==> src/rtl/spi_bus_arbiter.sv <==
// spi_bus_arbiter: round-robin owner of one shared SPI pin set between flash (0) and RAM (1) controllers
module spi_bus_arbiter #(
   parameter int GAP_CYCLES = 2
) (
   input  logic clk,
   input  logic rst,
   input  logic req0,
   input  logic req1,
   output logic gnt0,
   output logic gnt1,
   input  logic cs0_n,
   input  logic cs1_n,
   input  logic sck0,
   input  logic sck1,
   input  logic mosi0,
   input  logic mosi1,
   output logic miso0,
   output logic miso1,
   output logic spi_clk,
   output logic spi_mosi,
   input  logic spi_miso,
   output logic spi_cs0_n,
   output logic spi_cs1_n,
   output logic busy,
   output logic owner,
   output logic err
);
   typedef enum logic [1:0] {IDLE, OWN0, OWN1, GAP} state_t;
   localparam logic [3:0] GAP_LOAD = (GAP_CYCLES > 0) ? 4'(GAP_CYCLES - 1) : 4'd0;
   state_t state;
   logic last;
   logic [3:0] gap_cnt;
   logic own0, own1;
   // ownership sequencing: grant on idle, release only when request and chip select are both inactive, then hold the bus quiet
   always_ff @(posedge clk) begin
      if (rst) begin
         state   <= IDLE;
         last    <= 1'b1;
         gap_cnt <= 4'd0;
         err     <= 1'b0;
      end else begin
         if ((!cs0_n && state != OWN0) || (!cs1_n && state != OWN1)) err <= 1'b1;
         case (state)
            IDLE: begin
               if (req0 && (!req1 || last)) state <= OWN0;
               else if (req1) state <= OWN1;
            end
            OWN0: begin
               if (!req0 && cs0_n) begin
                  last    <= 1'b0;
                  gap_cnt <= GAP_LOAD;
                  state   <= (GAP_CYCLES > 0) ? GAP : IDLE;
               end
            end
            OWN1: begin
               if (!req1 && cs1_n) begin
                  last    <= 1'b1;
                  gap_cnt <= GAP_LOAD;
                  state   <= (GAP_CYCLES > 0) ? GAP : IDLE;
               end
            end
            GAP: begin
               if (gap_cnt == 4'd0) state <= IDLE;
               else gap_cnt <= gap_cnt - 4'd1;
            end
         endcase
      end
   end
   assign own0      = (state == OWN0);
   assign own1      = (state == OWN1);
   assign gnt0      = own0;
   assign gnt1      = own1;
   assign busy      = (state != IDLE);
   assign owner     = own0 ? 1'b0 : own1 ? 1'b1 : last;
   assign spi_clk   = own0 ? sck0 : own1 ? sck1 : 1'b0;
   assign spi_mosi  = own0 ? mosi0 : own1 ? mosi1 : 1'b0;
   assign spi_cs0_n = own0 ? cs0_n : 1'b1;
   assign spi_cs1_n = own1 ? cs1_n : 1'b1;
   assign miso0     = own0 ? spi_miso : 1'b0;
   assign miso1     = own1 ? spi_miso : 1'b0;
endmodule

==> config.mk <==
export PLATFORM = sky130hd
export DESIGN_NAME = spi_bus_arbiter
export DESIGN_NICKNAME = d
export VERILOG_FILES = /design/src/rtl/spi_bus_arbiter.sv
export SDC_FILE = /design/constraint.sdc
export NUM_CORES = 1
export LEC_CHECK = 0
export ABC_AREA = 0
export CAP_MARGIN = 30
export CORE_MARGIN = 10
export CORE_UTILIZATION = 45
export DETAILED_ROUTE_END_ITERATION = 16
export PLACE_DENSITY = 0.79
export SETUP_SLACK_MARGIN = 0.5
export SYNTH_ARGS = -nofsm -noshare
export SYNTH_HDL_FRONTEND = slang
export SYNTH_SLANG_ARGS = --single-unit
==> constraint.sdc <==
create_clock -name clk -period 4.5 [get_ports clk]
set_clock_uncertainty 0.15 [all_clocks]
set_input_delay 0.675 -clock clk [delete_from_list [all_inputs] [get_ports clk]]
set_output_delay 0.675 -clock clk [all_outputs]
set_load 0.1 [all_outputs]
== Word-level counts from Yosys, hierarchy flattened ==
Index checks and enable logic that the tools add are counted.

* Add/subtract/negate cells: 1
* Multiply operators: 0
* Divide/modulo/power cells: 0
* Order comparisons: 0
* Equal/unequal tests: 10
* Shift-type cells: 0
* Muxes and demuxes: 23
* Bitwise gates (word level): 0
* Reduce and logical (&&, ||, !) cells: 19

{| class="wikitable"
|+ Operators by type and width
! operator !! count
|-
| $mux W1 || 12
|-
| $mux W4 || 3
|-
| $pmux W4 S3 || 1
|-
| $mux W2 || 5
|-
| $pmux W2 S4 || 1
|-
| $reduce_and A4 Y1 || 2
|-
| $ne A2 B1 Y1 const B || 3
|-
| $ne A2 B2 Y1 const B || 3
|-
| $logic_and A1 B1 Y1 || 5
|-
| $eq A2 B2 Y1 const B || 2
|-
| $logic_not A1 Y1 || 4
|-
| $logic_not A4 Y1 || 1
|-
| $reduce_bool A2 Y1 || 2
|-
| $sub A4 B1 Y4 const B || 1
|-
| $ne A3 B3 Y1 const B || 1
|-
| $reduce_and A3 Y1 || 1
|-
| $reduce_bool A3 Y1 || 1
|-
| $eq A2 B1 Y1 const B || 1
|-
| $logic_not A2 Y1 || 1
|-
| $logic_or A1 B1 Y1 || 2
|-
| $pmux W1 S2 || 1
|}

* Register bits after elaboration: 8
* Bits in latches: 0
* RAM bits: 0
* Bits in read-only memories: 0
* Bits of input ports: 11
* Output and inout port bits: 11
* Memories kept: 0

== Longest topological paths before layout ==
Gate-level depths: netlist of run 1.

* Word-level depth: 5
* Gate-level depth with buffers: 7
* Gate-level depth less buffers: 6

== Worst setup path before layout of run 1 ==
OpenSTA, ideal clock, no wires.

* Path type: register to output
* From: register state[0]
* To: output owner
* Arrival: 2.668 ns
* Setup slack: 1.007 ns
* Stages on the path, launching flop included: 5
* Buffers on the path: 0
* Cells stage by stage: dfxtp_1 > inv_1 > ha_1 > nor2_1 > nor2_1

* Word-level cells in the longest chain between the ends: 3
* Elaborated cells on any way between the ends: 4

{| class="wikitable"
|+ RTL lines
! element !! line !! text
|-
| start, declared || 30 || <nowiki>state_t state;</nowiki>
|-
| start signal, assigned || 52 || <nowiki>state <= (GAP_CYCLES > 0) ? GAP : IDLE;</nowiki>
|-
| start signal, assigned || 59 || <nowiki>state <= (GAP_CYCLES > 0) ? GAP : IDLE;</nowiki>
|-
| $eq A2 B2 Y1 || 70 || <nowiki>assign own1 = (state == OWN1);</nowiki>
|-
| net gnt1 || 10 || <nowiki>output logic gnt1,</nowiki>
|-
| $mux W1 (2 in series) || 74 || <nowiki>assign owner = own0 ? 1'b0 : own1 ? 1'b1 : last;</nowiki>
|-
| end, declared || 25 || <nowiki>output logic owner,</nowiki>
|}

The timed path passes the listed nets, and every way through them passes these cells.

== Worst setup path in the final report of run 1 ==
* From: register state[0]
* To: output spi_mosi

* Word-level cells in the longest chain between the ends: 3
* Elaborated cells on any way between the ends: 4

{| class="wikitable"
|+ RTL lines
! element !! line !! text
|-
| $eq A2 B2 Y1 || 70 ||
|-
| $mux W1 || 76 || <nowiki>assign spi_mosi = own0 ? mosi0 : own1 ? mosi1 : 1'b0;</nowiki>
|-
| $mux W1 (*) || 76 ||
|-
| end, declared || 20 || <nowiki>output logic spi_mosi,</nowiki>
|}

Mark *: on every way between the ends. The rest lies on a longest branch, timed or not.

==> reports/metrics.cfg, run 1 <==
[outcome]
status=finished, final reports clean

[worst_setup_path]
critPathMaxFanout=9
crit_type=reg2out
worstPathArrival_ns=2.54
ff2ff_path_depth=5
worstReg2RegEnd=last
crit_required_ns=3.67
r2r-start=state[1]
max_stage_delay_ns=1.13
crit_slowest_cell=clkdlybuf4s50_1
worstSetupStartpointType=register
crit_chain=inv_1 > ha_1 > nor2b_1 > a22o_1 > clkdlybuf4s50_1
worstSetupEndpointType=output port
reg2reg_setup_slack_ns=2.41
cp-startpoint=state[0]

[sta]
fin_crit_sh=0.748
period_needed_ns=3.36
relSlewSlack=0.334
hold_violations=0
tightest_slew_ns=0.996
fmax_mhz=297
tns_ns=0
final_max_slew_viol_count=0
setup_violations=0
hold_ws_ns=0.320
rsz0062_at_grt=false

[synth]
avgSynthCellArea_um2=8.46
synth_cell_types=37
ys_seq_area_frac=0.249
syn_nets=93
ys_ff_latch=8
yosys_warnings=0
syn_area_um2=643
netlist_instances=76

[hold_path]
worstHoldEndpoint=err
worstHoldPathCells=2
hp-class=reg2reg
worstHoldStart=err

[die]
die_area_mm2=0.00334
ios=22
num_rows=13
start_util=0.488
fp.coreArea_mm2=0.00132
die_h_um=57.8
fp.dieW_um=57.8

[final_layout]
drive_gt1_frac=0.146
nets=115
diodes=0
synthToLayoutAreaGrowth_pct=35.2

[global_routing]
grt_max_degree=13
overflow=0
antenna_found_initial=0
grt_pass1_wl_um=2930
first_global_vias=613
track_usage=0.107

[route]
drt-wirelength-per-cell_um=15.4
ant_nets=0
drtIter0Drc=14
num_vias=610
drc=0
viasPerCell=5.50
first_pass_iters=4
routed_wirelength_um=1710

[clock_tree]
cts_root_buf=clkbuf_4
cts_setup_buffers=0
cts.path.max_buffers=2
ctsHtreeMaxLevel=1
clock_latency_ns=0.25
cts_resized=0
cts_hold_buf=0
clk_pin_slew_ns=0.06
cts_sinks=8
tritoncts=done
cts_buffers=3

[flow_run]
drv_cap=0

[placed_design]
dp_hpwl_um=1330
portBuffers=21
routabilityCongestion=0.883

[registers in the layout, indices dropped and copies added, names as in the netlist]
name,cells
gap_cnt,4
state,2
err,1
last,1
[cell usage in the layout, fill, tap and decap left out, drive strengths merged, types with 2 or more instances in the layout]
master / Yosys / final
nor2b: 3 / 3
a22oi: 2 / 2
nand3: 2 / 2
dfxtp: 8 / 8
buf: 2 / 2
a21oi: 3 / 3
and2: 2 / 2
a311oi: 2 / 2
clkdlybuf4s50: 0 / 19
a22o: 2 / 2
inv: 5 / 5
nand2: 3 / 3
nand2b: 6 / 6
nor2: 9 / 9
ha: 6 / 6
clkbuf: 2 / 3
[per-stage QoR]
stage | util | instances | setup slack, ns | area (um^2)
global placement | 0.643 | 108 | 1.27 | 847
CTS | 0.660 | 111 | 1.13 | 870
detailed placement | 0.643 | 108 | 1.26 | 847
global route | 0.660 | 111 | 1.03 | 870
finish | 0.660 | 111 | 1.14 | 870
floorplan | - | 76 | 1.01 | 643
[metal layers]
metal	up-vias	global-route usage	part of all wire
met3	2	0.0392	0.053
met5	-	0	0
li1	316	-	-
met2	13	0.175	0.49
met4	0	0.0503	0.0059
met1	279	0.121	0.45
[logic make-up (layout without fill, tap and decap cells)]
family          after synthesis  after routing  share of synthesized area
flops                         8              8                      0.249
compound gates               21             21                      0.294
fa+ha+maj                     6              6                      0.117
simple gates                 32             32                      0.280
buf+inv                       9             29                     0.0603
[synth_stat cells]
master / number / area, um^2
or3_2: 1 / 7.51
nand2b_1: 6 / 37.5
a22oi_2: 1 / 12.5
a311oi_2: 1 / 15.0
a21boi_0: 1 / 7.51
buf_2: 1 / 5.00
or2_2: 1 / 6.26
a221o_1: 1 / 10.0
nand2_1: 3 / 11.3
ha_1: 6 / 75.1
a311oi_1: 1 / 8.76
nand3_1: 2 / 10.0
a21o_1: 1 / 7.51
o21ai_0: 1 / 5.00
a21oi_1: 3 / 15.0
a211o_2: 1 / 10.0
nand4_1: 1 / 6.26
a31oi_1: 1 / 6.26
a22o_1: 2 / 17.5
buf_4: 1 / 7.51
a221oi_1: 1 / 8.76
nor2b_1: 3 / 18.8
nor2_1: 9 / 33.8
a22oi_4: 1 / 21.3
inv_1: 5 / 18.8
o41ai_1: 1 / 8.76
a41o_1: 1 / 10.0
or3b_4: 1 / 11.3
and2_1: 2 / 12.5
and2b_2: 1 / 8.76
nand4b_1: 1 / 8.76
dfxtp_1: 8 / 160
a311o_1: 1 / 10.0
nor3b_1: 1 / 7.51
o22ai_1: 1 / 6.26
clkbuf_1: 2 / 7.51
a31o_2: 1 / 8.76
[how the worst max path moves through the flow]
stage / endpoint / slack [ns]
finish: spi_mosi / 1.14
global route: spi_mosi / 1.03
CTS: spi_mosi / 1.13
detailed placement: miso1 / 1.26
global placement: spi_cs1_n / 1.27
floorplan: owner / 1.01
[final cells by class]
cell class,instances,area (um^2)
Clock buffer,3,22.5
Inverter,5,18.8
Fill cell,124,448
Tap cell,15,18.8
Multi-Input combinational cell,59,444
Sequential cell,8,160
Timing Repair Buffer,21,205
[worst max-delay path, delay by kind of cell, from the launching register on]
family                     cells  cell delay (ns)
adders and majority gates      1             0.35
DFF                            1             0.33
and+or+nand+nor                1             0.23
AOI/OAI and AO/OA              1             0.14
buffers and inverters          2             1.22
Power of run 1 is left out: the tool's default activity adds up to more than one toggle a clock period on the data nets, which glitch-free logic cannot reach.
==> run 2, diff against run 1 <==
--- a/config.mk
+++ b/config.mk
@@ -7,10 +7,11 @@
 export LEC_CHECK = 0
 export ABC_AREA = 0
 export CAP_MARGIN = 30
+export CORE_ASPECT_RATIO = 0.9
 export CORE_MARGIN = 10
-export CORE_UTILIZATION = 45
+export CORE_UTILIZATION = 43
 export DETAILED_ROUTE_END_ITERATION = 16
-export PLACE_DENSITY = 0.79
+export PLACE_DENSITY = 0.76
 export SETUP_SLACK_MARGIN = 0.5
 export SYNTH_ARGS = -nofsm -noshare
 export SYNTH_HDL_FRONTEND = slang
==> constraint.sdc (replaced) <==
create_clock -name clk -period 3.39 [get_ports clk]
set_clock_uncertainty 0.15 [all_clocks]
set_input_delay 0.5085 -clock clk [delete_from_list [all_inputs] [get_ports clk]]
set_output_delay 0.5085 -clock clk [all_outputs]
set_load 0.1 [all_outputs]
==> run 2 against run 1 <==
Via count is 2.1% higher. First-iteration DRC count is 50% lower. Global-route usage is 0.99 points lower. Setup slack worse by 0.13 ns. Wire length is 6.1% lower. Critical path type unchanged. Highest routed layer unchanged.
==> reports/metrics.cfg, run 2 (synthesis gave the netlist of run 1 again) <==
[outcome]
status=finished, final reports clean

[hold_path]
worstHoldPathCells=2
hp-class=reg2reg

[flow_run]
drv_cap=0

[worst_setup_path]
ff2ff_path_depth=5
crit_required_ns=2.73
worstPathArrival_ns=1.73
crit_slowest_cell=dfxtp_1
crit_chain=inv_1 > ha_1 > nor2b_1 > a22o_2 > buf_4
max_stage_delay_ns=0.35
worstSetupEndpointType=output port
worstSetupStartpointType=register
crit_type=reg2out
critPathMaxFanout=9

[placed_design]
routabilityCongestion=0.850
portBuffers=21
dp_hpwl_um=1270

[clock_tree]
tritoncts=done
cts_resized=0
cts_sinks=8
cts_setup_buffers=0
clk_pin_slew_ns=0.06
clock_latency_ns=0.26
cts_buffers=3
cts.path.max_buffers=2
ctsHtreeMaxLevel=1
cts_root_buf=clkbuf_4
cts_hold_buf=0

[die]
start_util=0.449
die_area_mm2=0.00344
fp.dieW_um=60.8
die_h_um=56.7
num_rows=13
ios=22
fp.coreArea_mm2=0.00143

[sta]
tns_ns=0
relSlewSlack=0.353
rsz0062_at_grt=false
hold_violations=0
hold_ws_ns=0.329
fin_crit_sh=0.704
final_max_slew_viol_count=0
tightest_slew_ns=0.968
setup_violations=0
period_needed_ns=2.39
fmax_mhz=419

[route]
drtIter0Drc=7
num_vias=623
drt-wirelength-per-cell_um=14.4
routed_wirelength_um=1600
viasPerCell=5.61
drc=0
ant_nets=0
first_pass_iters=4

[final_layout]
regMostFlops=gap_cnt
layout_commonest_cell=clkdlybuf4s50_1
synthToLayoutAreaGrowth_pct=33.1
nets=115
layout_common_cells=clkdlybuf4s50_1 (11), buf_4 (10), nor2_1 (8), dfxtp_1 (8)
diodes=0
largest_register_ffs=4
largest_registers=gap_cnt (4), state (2)
drive_gt1_frac=0.271

[global_routing]
grt_max_degree=13
overflow=0
grt_pass1_wl_um=2650
track_usage=0.0975
first_global_vias=579
antenna_found_initial=0

## run 2: critical path: cells and delay by family (launching register included)
family	cells	cell delay, ns
buffers and inverters	2	0.37
AND/OR/NAND/NOR	1	0.23
AO/OA/AOI/OAI	1	0.15
flip-flops	1	0.35
adder cells (fa/ha/maj)	1	0.35
## run 2: final timing paths
kind | endpoint | from | slack, ns
worst max register to register | last | state[0] | 1.35
worst min register to register | err | err | 0.33
worst max-delay path | spi_mosi | state[0] | 1.00
worst min-delay path | err | err | 0.33
## run 2: cell type report
cell class / instances / area [um^2]
Tap cell: 15 / 18.8
Fill cell: 136 / 576
Timing Repair Buffer: 21 / 185
Sequential cell: 8 / 160
Inverter: 5 / 18.8
Multi-Input combinational cell: 59 / 450
Clock buffer: 3 / 22.5
## run 2: metrics by stage
stage / instances / utilization / setup slack, ns / instance area (um^2)
final: 111 / 0.598 / 1.00 / 856
after global routing: 111 / 0.598 / 0.897 / 856
after CTS: 111 / 0.598 / 0.989 / 856
after detailed placement: 108 / 0.582 / 1.01 / 833
after global placement: 108 / 0.582 / 1.03 / 833
after floorplan: 76 / - / 0.489 / 649
## run 2: metal layers
metal  share of wire  wire [um]  track usage  vias up
met5               0          0            0        -
met4          0.0025          4       0.0188        0
met3           0.056         90       0.0584        2
met2            0.48        768        0.150       15
met1            0.46        740        0.113      290
li1                -          -            -      316
Power of run 2 is left out for the same reason.
==> variant: new RTL, flow settings as in run 1 <==
Encoding of `state_t`: now one-hot (4 bits for 4 states).
--- a/src/rtl/spi_bus_arbiter.sv
+++ b/src/rtl/spi_bus_arbiter.sv
@@ -27,3 +27,3 @@
 );
-   typedef enum logic [1:0] {IDLE, OWN0, OWN1, GAP} state_t;
+   typedef enum logic [3:0] {IDLE = 4'b0001, OWN0 = 4'b0010, OWN1 = 4'b0100, GAP = 4'b1000} state_t;
    localparam logic [3:0] GAP_LOAD = (GAP_CYCLES > 0) ? 4'(GAP_CYCLES - 1) : 4'd0;
Function: same outputs for any inputs over 10 cycles, from zero or initial values and one cycle with rst high; not proved beyond that.
==> variant against run 1 <==
- area after synthesis up 15%
- wire length grew 5.2%
- die area is 9.5% higher
- utilization fell by 0.48 points
- global-route usage increased by 0.15 points
- largest cell class unchanged
- design area grew 15%
- setup slack worse by 0.19 ns
- sequential cell count rose by 2
- first-iteration DRC count grew 21%
- sequential share of layout area grew 1.6 points
==> variant: results (changes against run 1) <==
[synth]
avgSynthCellArea_sq_um=9.23  ; was 8.46 sq um
synthAdderAreaFrac=0.0339  ; was 0.117
synth_compound_area_frac=0.146  ; was 0.294
synthXorXnorAreaFrac=0.0119  ; was 0
yosysSeqAreaShare=0.271  ; was 0.249
synth_common_cells=10 x dfxtp_1, 7 x nor2_1, 5 x inv_1, 5 x mux2i_1, 5 x nand3_1  ; was 9 x nor2_1, 8 x dfxtp_1, 6 x ha_1, 6 x nand2b_1, 5 x inv_1
ys.flop_type=dfxtp_1  ; unchanged
synthTopCellsByArea=dfxtp_1 27%, mux2i_1 6.8%, nor4b_4 6.4%, nand3b_1 4.1%, or4b_4 3.7%  ; was dfxtp_1 25%, ha_1 12%, nand2b_1 5.8%, nor2_1 5.3%, a22oi_4 3.3%
muxShareOfSynthArea=0.0881  ; was 0
yosys_warnings=0  ; unchanged
ys_types=37  ; unchanged
syn_nets=93  ; unchanged
async_reset_ff_frac=0  ; unchanged

[setup_path]
reg2reg_setup_slack_ns=2.48  ; was 2.41 ns
reg2reg_to=state[3]  ; was last
cp.arrival_ns=2.73  ; was 2.54 ns
rr_worst_depth=4  ; was 5
crit_fanout=10  ; was 9
endpoint=spi_mosi  ; unchanged
cp-startpoint=state[1]  ; was state[0]
r2r-start=state[2]  ; was state[1]

[cells_and_area]
largestRegisters=gap_cnt: 4 flops, state: 4 flops  ; was gap_cnt: 4 flops, state: 2 flops
final_cells=120  ; was 111
layout-drive-gt1-share=0.173  ; was 0.146
antenna_cells=0  ; unchanged
fillers=134  ; was 124
fin_nets=118  ; was 115

[drt]
drt_iter0_drc=17  ; was 14
post_drt_wl_per_cell_um=15.0  ; was 15.4 um
firstDrtPassIters=4  ; unchanged
vias=647  ; was 610

[grt]
grt_usage=0.109  ; was 0.107
grt_pass1_wl_um=3020  ; was 2930 um
grt_max_degree=12  ; was 13
antenna_found_initial=0  ; unchanged
grt_pass1_vias=625  ; was 613

[sta]
worst_slew_pin_slew_ns=0.986  ; was 0.996 ns

[clock_tree]
ctsResizeCount=0  ; unchanged
htreeDepth=1  ; unchanged
clockRootBuffer=clkbuf_4  ; unchanged
postCtsSetupBuffers=0  ; unchanged
cts_made_buffers=3  ; unchanged
cts_buffer_depth=2  ; unchanged
insertion_delay_ns=0.28  ; was 0.25 ns

[status]
outcome=completed  ; unchanged

[placement]
portBuffers=21  ; unchanged
hpwl_um=1460  ; was 1330 um
gp_routability_congestion=0.754  ; was 0.883

[power_and_ir_drop]
p_leak_nw=0.388

[min_path]
hold_end=gap_cnt[1]  ; was err
min_from=gap_cnt[1]  ; was err

## variant: cell types whose count changed after synthesis, sizes merged, moves of 4 or more
cell / change
mux2i: +5
nand3b: +4
nand2b: -5
ha: -4
## variant: power groups by stage
stage | clock, mW | combinational [mW] | sequential [mW]
floorplan | 0 | 0.371 | 0.157
global placement | 0 | 0.454 | 0.157
detailed placement | 0 | 0.460 | 0.159
CTS | 0.0862 | 0.461 | 0.157
global route | 0.0905 | 0.480 | 0.163
finish | 0.0838 | 0.457 | 0.157
## variant: layer usage
metal | global-route usage | vias up | share of wire
li1 | - | 338 | -
met2 | 0.176 | 6 | 0.50
met4 | 0.0564 | 0 | 0.020
met1 | 0.121 | 299 | 0.44
met3 | 0.0418 | 4 | 0.041
met5 | 0 | - | 0
## variant: kinds of logic (layout without fill, tap and decap cells)
logic type      count (synthesis)  after routing
compound gates                 14             14
xor+xnor                        1              1
fa+ha+maj                       2              2
buf+inv                         8             32
flops                          10             10
mux                             6              6
simple gates                   39             39
## variant: critical path, stage by stage, from the launching register on
cell and delay (ns):
dfxtp_1 0.47, or4b_4 0.55, clkinv_2 0.16, a22o_1 0.14
clkdlybuf4s50_1 1.13
## variant: cell type report
| class | count | area, sq um | share of cell area |
|---|---|---|---|
| flip-flops and latches | 10 | 200 | 0.201 |
| multi-input cells | 62 | 504 | 0.505 |
| inverters | 7 | 30.0 | 0.0301 |
| clock buffers | 4 | 36.3 | 0.0363 |
| repair buffers | 21 | 208 | 0.208 |
| well taps | 16 | 20.0 | 0.0201 |
## variant: stage by stage
stage               area (sq um)  power (mW)  hold WS (ns)  worst slack (ns)
floorplan                    738       0.527         0.297              1.09
global placement             962       0.611         0.302              1.26
detailed placement           962       0.619         0.324              1.25
CTS                          998       0.704         0.341             0.925
global route                 998       0.734         0.367             0.820
finish                       998       0.698         0.337             0.942
